===== config.mk =====
export PLATFORM = sky130hd
export DESIGN_NAME = sumador_serie
export DESIGN_NICKNAME = d
export VERILOG_FILES = /design/src/rtl/sumador_serie.sv
export SDC_FILE = /design/constraint.sdc
export NUM_CORES = 1
export LEC_CHECK = 0
export CAP_MARGIN = 40
export CORE_ASPECT_RATIO = 2
export CORE_MARGIN = 2
export CORE_UTILIZATION = 45
export CTS_BUF_LIST = sky130_fd_sc_hd__clkbuf_4 sky130_fd_sc_hd__clkbuf_8 sky130_fd_sc_hd__clkbuf_16
export DETAILED_ROUTE_END_ITERATION = 16
export PLACE_DENSITY_LB_ADDON = 0.15
export SYNTH_ARGS = -nofsm -noshare
export SYNTH_HDL_FRONTEND = slang
export SYNTH_SLANG_ARGS = --single-unit

===== constraint.sdc =====
create_clock -name clk -period 1.4 [get_ports clk]
set_input_delay 0.35 -clock clk [delete_from_list [all_inputs] [get_ports clk]]
set_output_delay 0.35 -clock clk [all_outputs]
set_load 0.01 [all_outputs]

===== src/rtl/sumador_serie.sv =====
// rtl/sumador_serie.sv - bit-serial adder, LSB first, one bit per clock.
// Optional signed-overflow port enabled by `define SUMADOR_SERIE_DESBORDE_EN.
module sumador_serie #(
  parameter int ANCHO = 8
) (
  input  logic             clk,
  input  logic             rst_n,
  input  logic             inicio,
  input  logic [ANCHO-1:0] a,
  input  logic [ANCHO-1:0] b,
  output logic             ocupado,
  output logic             listo,
  output logic [ANCHO-1:0] suma,
  output logic             acarreo
`ifdef SUMADOR_SERIE_DESBORDE_EN
  ,
  output logic             desborde
`endif
);

  localparam int CW = (ANCHO > 2) ? $clog2(ANCHO) : 1;
  localparam logic [CW-1:0] ULTIMO = CW'(ANCHO - 1);

  typedef enum logic [1:0] {
    REPOSO = 2'd0,
    SUMA   = 2'd1,
    FIN    = 2'd2
  } estado_t;

  estado_t          estado_q, estado_d;
  logic [ANCHO-1:0] a_q, a_d;
  logic [ANCHO-1:0] b_q, b_d;
  logic [ANCHO-1:0] res_q, res_d;
  logic             carry_q, carry_d;
  logic [CW-1:0]    cnt_q, cnt_d;
  logic [ANCHO-1:0] suma_q, suma_d;
  logic             acarreo_q, acarreo_d;
  logic             listo_q, listo_d;

  // Full-adder bit cell working on the current LSBs of the operand shifters
  logic bit_s;
  logic bit_c;
  assign bit_s = a_q[0] ^ b_q[0] ^ carry_q;
  assign bit_c = (a_q[0] & b_q[0]) | (carry_q & (a_q[0] ^ b_q[0]));

`ifdef SUMADOR_SERIE_DESBORDE_EN
  // Carry into the MSB is kept so overflow can be formed once the carry-out is known
  logic c_msb_q, c_msb_d;
  logic desborde_q, desborde_d;
`endif

  always_ff @(posedge clk) begin
    if (!rst_n) begin
      estado_q   <= REPOSO;
      a_q        <= '0;
      b_q        <= '0;
      res_q      <= '0;
      carry_q    <= 1'b0;
      cnt_q      <= '0;
      suma_q     <= '0;
      acarreo_q  <= 1'b0;
      listo_q    <= 1'b0;
`ifdef SUMADOR_SERIE_DESBORDE_EN
      c_msb_q    <= 1'b0;
      desborde_q <= 1'b0;
`endif
    end else begin
      estado_q   <= estado_d;
      a_q        <= a_d;
      b_q        <= b_d;
      res_q      <= res_d;
      carry_q    <= carry_d;
      cnt_q      <= cnt_d;
      suma_q     <= suma_d;
      acarreo_q  <= acarreo_d;
      listo_q    <= listo_d;
`ifdef SUMADOR_SERIE_DESBORDE_EN
      c_msb_q    <= c_msb_d;
      desborde_q <= desborde_d;
`endif
    end
  end

  always_comb begin
    estado_d   = estado_q;
    a_d        = a_q;
    b_d        = b_q;
    res_d      = res_q;
    carry_d    = carry_q;
    cnt_d      = cnt_q;
    suma_d     = suma_q;
    acarreo_d  = acarreo_q;
    listo_d    = 1'b0;
`ifdef SUMADOR_SERIE_DESBORDE_EN
    c_msb_d    = c_msb_q;
    desborde_d = desborde_q;
`endif

    case (estado_q)
      REPOSO: begin
        if (inicio) begin
          a_d      = a;
          b_d      = b;
          res_d    = '0;
          carry_d  = 1'b0;
          cnt_d    = '0;
          estado_d = SUMA;
        end
      end

      SUMA: begin
        res_d   = {bit_s, res_q[ANCHO-1:1]};
        a_d     = a_q >> 1;
        b_d     = b_q >> 1;
        carry_d = bit_c;
        cnt_d   = cnt_q + CW'(1);
        if (cnt_q == ULTIMO) begin
          estado_d = FIN;
`ifdef SUMADOR_SERIE_DESBORDE_EN
          c_msb_d  = carry_q;
`endif
        end
      end

      FIN: begin
        suma_d     = res_q;
        acarreo_d  = carry_q;
        listo_d    = 1'b1;
`ifdef SUMADOR_SERIE_DESBORDE_EN
        desborde_d = c_msb_q ^ carry_q;
`endif
        estado_d   = REPOSO;
      end

      default: begin
        estado_d = REPOSO;
      end
    endcase
  end

  assign ocupado = (estado_q != REPOSO);
  assign listo   = listo_q;
  assign suma    = suma_q;
  assign acarreo = acarreo_q;
`ifdef SUMADOR_SERIE_DESBORDE_EN
  assign desborde = desborde_q;
`endif

endmodule


* Yosys cells after proc, flatten, opt, wreduce, memory -nomap -nowiden
Index checks and enable logic that the tools add are counted.
** Word-level totals
- Register bits after elaboration :: 40
- Output and inout port bits :: 11
- Input port bits :: 19
- Logic and storage cells :: 39
** Operators by class
- Muxes and demuxes :: 14
- Reduce and logical (&&, ||, !) cells :: 5
- Eq/ne operators :: 5
- $add $sub $neg :: 1
- Bitwise operators :: 5
** Operators by type and width (number)
- case mux 8 bit (2 select lines) :: 3
- two-way mux 8 bit :: 3
- case mux 3 bit (2 select lines) :: 1
- two-way mux 2 bit :: 2
- != test 2 bit (second input constant) :: 2
- case mux 2 bit (2 select lines) :: 1
- AND reduction 2 bit :: 2
- nonzero test 2 bit :: 2
- adder 3 x 1 -> 3 bit (second input constant) :: 1
- == test 3 bit (second input constant) :: 1
- two-way mux 3 bit :: 1
- bitwise AND 1 bit :: 2
- == test 2 x 1 -> 1 bit (second input constant) :: 1
- == test 2 bit (second input constant) :: 1
- zero test 2 bit :: 1
- two-way mux 1 bit :: 2
- case mux 1 bit (2 select lines) :: 1
- bitwise XOR 1 bit :: 2
- bitwise OR 1 bit :: 1

* Depth between registers and ports, before layout
Gate-level depths: netlist of run 1.
- Depth after elaboration :: 4
- Mapped depth :: 6
- Gate-level depth less buffers :: 5

* Worst setup path after synthesis of run 1
No wires, ideal clock.
- Kind :: reg2reg
- Start point :: reg estado_q[0]
- End point :: reg a_q[0]
- Stages on the path, launching flop included :: 7
- Library setup time :: 0.123 ns
- Data required time :: 1.277 ns
- Arrival :: 1.242 ns
- Clock period less this slack :: 1.365 ns
- Path buffers :: 3
- Slack :: 0.035 ns
- Cell sequence :: dfxtp_1 -> buf_6 -> or3b_1 -> buf_2 -> buf_6 -> o221ai_2 -> a21oi_2
** On the way
- Word-level cells in the longest chain between the ends :: 3
- Elaborated cells on any way between the ends :: 6
- Those cells by class :: 2 x eq/ne; 1 x mux; 3 x reduce/logical
** RTL lines
- from (decl) :: RTL line 30 : estado_t estado_q, estado_d;
- from (signal assigned) :: RTL line 68 : estado_q <= estado_d;
- == test 2 x 1 -> 1 bit or zero test 2 bit (tied branches) :: RTL line 99 : case (estado_q)
- nonzero test 2 bit (no source line) or != test 2 bit (tied branches)
- AND reduction 2 bit (no source line)
- to (signal assigned) :: RTL line 55 : a_q <= '0;
- to (signal assigned) :: RTL line 69 : a_q <= a_d;
- to (decl) :: RTL line 31 : logic [ANCHO-1:0] a_q, a_d;
Parallel ways exist; a longest one is shown, timed or not.
A chain may end at the register's enable or synchronous reset.

* Worst setup path in the final report of run 1
- Start point :: reg estado_q[0]
- End point :: reg b_q[2]
** On the way
- Word-level cells in the longest chain between the ends :: 3
- Elaborated cells on any way between the ends :: 6
- Those cells by class :: 2 x eq/ne; 1 x mux; 3 x reduce/logical
** RTL lines
- == test 2 x 1 -> 1 bit or zero test 2 bit (tied branches) :: RTL line 99
- nonzero test 2 bit (no source line) or != test 2 bit (tied branches)
- AND reduction 2 bit (no source line)
- to (signal assigned) :: RTL line 56 : b_q <= '0;
- to (signal assigned) :: RTL line 70 : b_q <= b_d;
- to (decl) :: RTL line 32 : logic [ANCHO-1:0] b_q, b_d;
Parallel ways exist; a longest one is shown, timed or not.

==> flow_summary.json, run 1 <==
{
  "drive_gt1_share_pct": 25.6,
  "n_antenna_cell": 0,
  "yosys-top-cells-count": "40 x dfxtp_1, 18 x nand2_1, 16 x inv_1",
  "min_to": "b_q[3]$_SDFFE_PN0P_",
  "hold_violations": 0,
  "syn_nets": 180,
  "final.min_clock_period_ns": 1.41,
  "cp_top_family": "simple AND/OR/NAND/NOR gates",
  "finClkSkew_ns": 0.00490,
  "netlist.area_leader.share_pct": 49.5,
  "r2r_start": "estado_q[0]$_SDFFE_PN0P_",
  "dieArea_um2": 4120,
  "hp-class": "reg -> reg",
  "globalRoute.totalOverflow": 0,
  "cts_buffer_depth": 2,
  "final.setup.tns_ns": -0.0168,
  "period_share_pct": 101,
  "grt_max_degree": 15,
  "irDropWorstVdd_v": 0.000949,
  "fmax_mhz": 708,
  "hold_start": "b_q[3]$_SDFFE_PN0P_",
  "violations": "negative setup slack",
  "synth.avg_cell_area_um2": 10.2,
  "clock-sinks": 40,
  "initial_core_util_pct": 47.4,
  "cts.clk_slew.worst_paths_ns": 0.07,
  "ctsRootBufferMaster": "clkbuf_8",
  "synth-seq-area-share_pct": 49.5,
  "fin_util_pct": 63.5,
  "hpwl_um": 2530,
  "vias": 1278,
  "arrival_ns": 1.59,
  "end_kind": "flop",
  "coreArea_um2": 3420,
  "first_global_vias": 1334,
  "portBuffers": 29,
  "fp.dieW_um": 46.4,
  "first_iter_violations": 11,
  "rows": 30,
  "yosysUniqueCellTypes": 27,
  "antenna_found_initial": 0,
  "path_cells": "buf_6, or3b_4, buf_12, o221ai_1, a21oi_1",
  "drtAntennaViolNets": 0,
  "status": "complete, but fails checks",
  "crit_buf_inv": 2,
  "cts_buffers": 5,
  "async_flop_share_pct": 0,
  "dieHeight_um": 88.8,
  "cp_data_required_time_ns": 1.58,
  "drt_pass1_iterations": 4,
  "grt_usage_pct": 19.9,
  "ios": 30,
  "report.final.slew_viol_count": 0,
  "synthTopCellsByArea": "dfxtp_1 49%, o221ai_2 9.3%, a22o_1 6.0%",
  "powerDensity_nw_per_um2": 1040,
  "grt_pass1_wl_um": 5850,
  "fin_nets": 217,
  "path_max_fanout": 7,
  "netlist_area_um2": 1620,
  "hold_path_depth": 2,
  "holdBufCountCts": 0,
  "critPathLaunch": "estado_q[0]$_SDFFE_PN0P_",
  "r2r-end": "b_q[2]$_SDFFE_PN0P_",
  "p_leak_nw": 0.845,
  "max_stage_delay_ns": 0.44,
  "synth-edff-count": 0,
  "place_congestion": 0.763,
  "drt-total-wl_um": 3430,
  "setup_slack_ns": -0.0119,
  "synth.most_common_cell": "dfxtp_1",
  "syn_to_final_growth_pct": 34.1,
  "rsz0062_at_grt": "true",
  "cp-start-kind": "flop",
  "r2r_cells": 5,
  "finalSetupViolCount": 3,
  "r2r_slack_ns": -0.01,
  "yosysWarnings": 0,
  "synth_ff_type": "dfxtp_1",
  "htreeDepth": 2,
  "fillers": 290,
  "insertion_delay_ns": 0.29,
  "worstMarginPinSlew_ns": 0.355,
  "critPathSlowestCell": "or3b_4",
  "crit_type": "reg -> reg",
  "synth_seq_cells": 40,
  "detail_route.wl_per_cell_um": 14.1,
  "syn-instance-count": 158,
  "drcViolationCount": 0,
  "timing.slew.headroom_pct": 76.3,
  "tritoncts": "done",
  "drv_cap": 0,
  "yosysTopAreaCell": "dfxtp_1",
  "viasPerCell": 5.26
}
==> report_power, final <==
| part | switching, mW | internal [mW] |
|---|---|---|
| registers | 0.0374 | 1.19 |
| logic | 0.143 | 0.166 |
| clock network | 0.372 | 0.358 |
| total | 0.553 | 1.71 |
==> layout by cell type (no fill, tap or decap), types with 3 or more instances in the layout <==
cell / instances
a21oi_1: 15
a21oi_2: 10
a22o_1: 11
buf_4: 9
clkbuf_8: 5
clkdlybuf4s50_1: 17
dfxtp_1: 38
dlygate4sd2_1: 11
inv_1: 16
nand2_1: 18
nor2_1: 3
o221ai_2: 10
o221ai_4: 3
==> worst max-delay path by stage <==
stage / endpoint / slack (ns) / depth (start not counted)
after detailed placement: b_q[0]$_SDFFE_PN0P_ / -0.37 / 5
after global routing: b_q[2]$_SDFFE_PN0P_ / -0.06 / 5
final: b_q[2]$_SDFFE_PN0P_ / -0.01 / 5
after CTS: ocupado / -0.01 / 2
after floorplan: a_q[0]$_SDFFE_PN0P_ / 0.03 / 6
after global placement: b_q[0]$_SDFFE_PN0P_ / -0.34 / 5
==> worst reg2reg max path: stages (launching register included) <==
cell and delay [ns]:
dfxtp_2 0.34, buf_6 0.13, or3b_4 0.44, buf_12 0.17, o221ai_1 0.17, a21oi_1 0.06
==> flip-flops by register name (all words and copies together), names as in the netlist <==
name and flops:
estado_q 2, carry_q 1, res_q 8, listo 1, suma 8, a_q 8, acarreo 1, b_q 8
cnt_q 3
==> what timing repair did <==
action / 4_1_cts / 5_1_grt
cloned: 1 / 0
endpoints found under the setup margin: 36 / 15
resized for setup: 28 / 2
buffers inserted: 0 / 0
pin swaps: 1 / 1
==> per-stage QoR <==
step,total power [mW],instance area [um^2],setup slack [ns],instances,hold WS (ns)
3_3_place_gp,1.51,2000,-0.335,235,0.435
6_report,2.26,2170,-0.0119,243,0.453
5_1_grt,2.37,2170,-0.0612,243,0.477
4_1_cts,2.28,2150,-0.0112,243,0.457
3_5_place_dp,1.52,2000,-0.371,235,0.442
2_1_floorplan,1.40,1620,0.0348,158,0.424
==> per-layer routing <==
layer	share of wire (%)	GRT usage, %
met1	34	18.7
met4	3.2	10.4
met5	0	0
met2	59	36.6
met3	3.9	5.31
==> logic make-up after synthesis <==
| group | after synthesis | share of synthesized area (%) |
|---|---|---|
| AO/OA/AOI/OAI | 53 | 28.5 |
| flip-flops | 40 | 49.5 |
| AND/OR/NAND/NOR | 31 | 9.44 |
| buffers and inverters | 29 | 8.43 |
| adder cells (fa/ha/maj) | 3 | 2.78 |
| multiplexers | 2 | 1.31 |
==> cell type report <==
type | instances | area, um^2 | share of cell area (%)
Clock buffer | 6 | 76.3 | 3.52
Clock inverter | 1 | 5.00 | 0.231
Inverter | 16 | 60.1 | 2.77
Multi-Input combinational cell | 89 | 736 | 33.9
Sequential cell | 40 | 803 | 37.0
Tap cell | 48 | 60.1 | 2.77
Timing Repair Buffer | 43 | 429 | 19.8
Power figures use the tool's default switching activity.
==> run 2, diff against run 1 <==
Settings changed: CORE_ASPECT_RATIO 2 to 1.1, SKIP_CTS_REPAIR_TIMING set to 1.
==> flow_summary.json, run 2 (synthesized netlist as in run 1, its figures left out) <==
{
  "finClkSkew_ns": 0.00429,
  "intPower_mw": 1.75,
  "initial_core_util_pct": 47.8,
  "r2r_cells": 5,
  "critPathLaunch": "estado_q[1]$_SDFFE_PN0P_",
  "ios": 30,
  "fin_area_um2": 2270,
  "max_stage_delay_ns": 0.43,
  "status": "complete, but fails checks",
  "multi_input_comb_area_um2": 817,
  "crit_type": "reg -> reg",
  "rows": 22,
  "hold_violations": 0,
  "fin_nets": 214,
  "clock-sinks": 40,
  "sw_frac_of_total_pct": 24.4,
  "ctsRootBufferMaster": "clkbuf_4",
  "pwr-share-comb_pct": 14.6,
  "coreArea_um2": 3390,
  "path_max_fanout": 9,
  "critPathSlowestCell": "or3b_4",
  "drtAntennaViolNets": 0,
  "grt_pass1_wl_um": 5270,
  "switching_power_mw": 0.566,
  "arrival_ns": 1.66,
  "cts_buffers": 5,
  "drt_pass1_iterations": 4,
  "detail_route.wl_per_cell_um": 14.0,
  "drive_gt1_share_pct": 25.9,
  "violations": "negative setup slack",
  "antenna_found_initial": 0,
  "period_share_pct": 102,
  "clkPwrFrac_pct": 32.6,
  "drcViolationCount": 0,
  "timing.slew.headroom_pct": 77.7,
  "r2r_start": "estado_q[1]$_SDFFE_PN0P_",
  "cp-start-kind": "flop",
  "place_congestion": 0.742,
  "final_cell_mix": "38 x dfxtp_1, 18 x nand2_1, 17 x clkdlybuf4s50_1",
  "pwr-share-seq_pct": 52.9,
  "power_mw": 2.32,
  "cts_buffer_depth": 2,
  "placedInstanceArea_um2": 1980,
  "finalSetupViolCount": 12,
  "first_iter_violations": 30,
  "portBuffers": 29,
  "n_antenna_cell": 0,
  "rsz0062_at_grt": "true",
  "viasPerCell": 5.25,
  "cts.clk_slew.worst_paths_ns": 0.11,
  "p_leak_nw": 0.989,
  "globalRoute.totalOverflow": 0,
  "dieHeight_um": 66.9,
  "dieArea_um2": 4090,
  "endpoint": "b_q[2]$_SDFFE_PN0P_",
  "irDropWorstVdd_v": 0.000665,
  "drt-total-wl_um": 3390,
  "final_common_cell": "dfxtp_1",
  "report.final.slew_viol_count": 0,
  "htreeDepth": 2,
  "insertion_delay_ns": 0.33,
  "drv_cap": 0,
  "setup_slack_ns": -0.0307,
  "tritoncts": "done",
  "final.min_clock_period_ns": 1.43,
  "cp_data_required_time_ns": 1.63,
  "final-seq-area_um2": 803,
  "fp.dieW_um": 61.2,
  "grt_usage_pct": 17.1,
  "worstMarginPinSlew_ns": 0.335,
  "hpwl_um": 2160,
  "r2r_slack_ns": -0.03,
  "fillers": 270,
  "first_global_vias": 1253,
  "fmax_mhz": 699,
  "powerDensity_nw_per_um2": 1020,
  "r2r-end": "b_q[2]$_SDFFE_PN0P_",
  "vias": 1266,
  "syn_to_final_growth_pct": 40.1,
  "grt_max_degree": 16,
  "end_kind": "flop",
  "path_cells": "buf_6, or3b_4, buf_12, o221ai_2, a21oi_1",
  "hp-class": "reg -> reg"
}
[run 2: cell count changes in the layout (fill, tap and decap cells not counted), moves of 3 or more]
cell / before / now
o221ai_2: 10 / 5
o221ai_4: 3 / 9
clkbuf_4: 1 / 6
buf_4: 9 / 6
clkbuf_8: 5 / 0
dlymetal6s2s_1: 0 / 11
dlygate4sd2_1: 11 / 0
[run 2: final cells by class]
cell class | count | area share (%)
clock buffer | 6 | 1.99
timing repair buffer | 40 | 19.7
clock inverter | 2 | 1.55
multi-input combinational | 89 | 36.1
sequential | 40 | 35.5
tap | 48 | 2.65
inverter | 16 | 2.65
[run 2: routing by layer]
layer	up-vias	wire length, um	GRT usage (%)
li1	623	-	-
met1	612	1420	20.0
met2	27	1820	29.4
met3	4	111	3.50
met4	0	38	7.34
met5	-	0	0
[run 2: power groups by stage]
stage	combinational [mW]	sequential [mW]	clock, mW
3_3_place_gp	0.256	1.24	0
3_5_place_dp	0.263	1.24	0
6_report	0.338	1.23	0.755
4_1_cts	0.264	1.22	0.766
2_1_floorplan	0.166	1.23	0
5_1_grt	0.362	1.23	0.816
[run 2: per-stage QoR]
stage               setup TNS (ns)  std cells  hold slack [ns]  setup slack (ns)  utilization [%]
finish                      -0.199        241            0.456           -0.0307             66.9
floorplan                        0        158            0.424            0.0348                -
global route                -0.826        241            0.479           -0.0732             66.9
detailed placement           -9.98        232            0.439            -0.432             58.5
CTS                          -3.77        240            0.457            -0.388             60.8
global placement             -9.28        232            0.436            -0.394             58.5
[run 2: worst min-delay path by stage]
stage / start / to / slack, ns / cells after the start
finish: suma[0]$_SDFFE_PN0P_ / suma[0]$_SDFFE_PN0P_ / 0.46 / 2
global route: suma[0]$_SDFFE_PN0P_ / suma[0]$_SDFFE_PN0P_ / 0.48 / 2
CTS: b_q[1]$_SDFFE_PN0P_ / b_q[1]$_SDFFE_PN0P_ / 0.46 / 2
detailed placement: b_q[1]$_SDFFE_PN0P_ / b_q[1]$_SDFFE_PN0P_ / 0.44 / 2
global placement: b_q[1]$_SDFFE_PN0P_ / b_q[1]$_SDFFE_PN0P_ / 0.44 / 2
floorplan: b_q[1]$_SDFFE_PN0P_ / b_q[1]$_SDFFE_PN0P_ / 0.42 / 2
[run 2: worst max-delay path: cells and delay by family (launching register included)]
family                 cells  cell delay, ns
AOI/OAI and AO/OA          2            0.25
buffers and inverters      2            0.30
DFF                        1            0.35
and+or+nand+nor            1            0.43
==> run 3, diff against run 2 <==
Settings changed: CORE_MARGIN 2 to unset.
==> flow_summary.json, run 3 (synthesized netlist as in run 1, its figures left out) <==
{
  "final-seq-area_um2": 801,
  "hold_path_depth": 3,
  "worstMarginPinSlew_ns": 0.427,
  "irDropWorstVdd_v": 0.000587,
  "finalSetupViolCount": 1,
  "crit_type": "reg -> out",
  "report.final.slew_viol_count": 0,
  "final.min_clock_period_ns": 1.46,
  "dieHeight_um": 64.9,
  "ios": 30,
  "fp.dieW_um": 59.2,
  "hpwl_um": 2120,
  "initial_core_util_pct": 47.8,
  "grt_util_met2_pct": 32.0,
  "powerDensity_nw_per_um2": 1050,
  "drt_pass1_iterations": 4,
  "multi_input_comb_area_um2": 752,
  "fin_nets": 211,
  "grt.busiest_layer": "met2",
  "r2r_start": "estado_q[0]$_SDFFE_PN0P_",
  "htreeDepth": 2,
  "dieArea_um2": 3840,
  "ctsRootBufferMaster": "clkbuf_4",
  "end_kind": "output port",
  "hp-class": "in -> reg",
  "hold_start": "inicio",
  "critPathSlowestCell": "dfxtp_1",
  "place_congestion": 0.750,
  "antenna_found_initial": 0,
  "rsz0062_at_grt": "true",
  "r2r_cells": 5,
  "cp-start-kind": "flop",
  "grt_max_degree": 16,
  "finClkSkew_ns": 0.0115,
  "vias": 1189,
  "grt_pass1_wl_um": 5190,
  "fillers": 285,
  "grtUsageMet3_pct": 3.99,
  "fmax_mhz": 684,
  "first_iter_violations": 33,
  "period_share_pct": 104,
  "violations": "negative setup slack",
  "detail_route.wl_per_cell_um": 12.6,
  "coreArea_um2": 3390,
  "n_antenna_cell": 0,
  "timing.slew.headroom_pct": 71.5,
  "fin_util_pct": 63.4,
  "insertion_delay_ns": 0.35,
  "drcViolationCount": 0,
  "arrival_ns": 1.11,
  "path_max_fanout": 2,
  "globalRoute.totalOverflow": 0,
  "setup_slack_ns": -0.0610,
  "clock-sinks": 40,
  "fin_hold_ws_ns": 0.397,
  "portBuffers": 29,
  "first_global_vias": 1205,
  "drive_gt1_share_pct": 23.2,
  "path_cells": "or2_2, dlymetal6s2s_1",
  "max_stage_delay_ns": 0.33,
  "cts_buffers": 5,
  "r2r-end": "b_q[2]$_SDFFE_PN0P_",
  "drtAntennaViolNets": 0,
  "min_to": "a_q[7]$_SDFFE_PN0P_",
  "cp_top_family": "flip-flops",
  "p_leak_nw": 0.959,
  "place_ws_ns": -0.431,
  "drt-total-wl_um": 2990,
  "r2r_slack_ns": 0,
  "cp_data_required_time_ns": 1.05,
  "tritoncts": "done",
  "status": "complete, but fails checks",
  "crit_buf_inv": 1,
  "met1_usage_pct": 19.9,
  "cts.clk_slew.worst_paths_ns": 0.11,
  "final_cell_mix": "40 x dfxtp_1, 18 x nand2_1, 17 x clkdlybuf4s50_1",
  "rows": 22,
  "syn_to_final_growth_pct": 32.6,
  "cts_buffer_depth": 2,
  "drv_cap": 0,
  "final_common_cell": "dfxtp_1",
  "hold_violations": 0,
  "grt_usage_pct": 18.3,
  "viasPerCell": 5.00
}
run 3: cell types whose count changed in the layout (fill, tap and decap cells not counted), sizes merged:
cell | previous run | this run
buf | 10 | 8
clkbuf | 8 | 5
clkinvlp | 0 | 1
dlymetal6s2s | 11 | 12
run 3: how the worst max path moves through the flow:
stage / start / endpoint / cells after the start / slack [ns]
4_1_cts: estado_q[0]$_SDFFE_PN0P_ / ocupado / 2 / -0.40
5_1_grt: estado_q[0]$_SDFFE_PN0P_ / ocupado / 2 / -0.12
2_1_floorplan: estado_q[0]$_SDFFE_PN0P_ / a_q[0]$_SDFFE_PN0P_ / 6 / 0.03
6_report: estado_q[0]$_SDFFE_PN0P_ / ocupado / 2 / -0.06
3_3_place_gp: inicio / a_q[6]$_SDFFE_PN0P_ / 5 / -0.44
3_5_place_dp: inicio / b_q[2]$_SDFFE_PN0P_ / 5 / -0.43
run 3: power by group:
part	internal, mW	total, mW	switching, mW
Clock	0.372	0.748	0.375
Sequential	1.19	1.22	0.0345
Combinational	0.147	0.286	0.139
run 3: metal layers:
| layer | wire length [um] | vias to the layer above |
|---|---|---|
| li1 | - | 614 |
| met1 | 1280 | 543 |
| met2 | 1540 | 25 |
| met3 | 105 | 7 |
| met4 | 59 | 0 |
| met5 | 0 | - |
run 3: worst min-delay path, stage by stage:
cell and delay (ns):
dlymetal6s2s_1 0.16, nand4bb_1 0.12, a21oi_1 0.06
run 3: cell type report:
type	instances	share of cell area, %
sequential	40	37.3
multi-input combinational	89	35.0
tap	48	2.80
timing repair buffer	37	18.3
inverter	16	2.80
clock buffer	5	1.75
clock inverter	3	1.98
run 3: metrics by stage:
stage	instance area [um^2]	power, mW	TNS [ns]	std cells
final	2150	2.25	-0.0610	238
after floorplan	1620	1.40	0	158
after CTS	2030	2.24	-3.65	238
after detailed placement	1950	1.50	-10.21	230
after global routing	2150	2.36	-0.535	238
after global placement	1950	1.49	-9.79	230
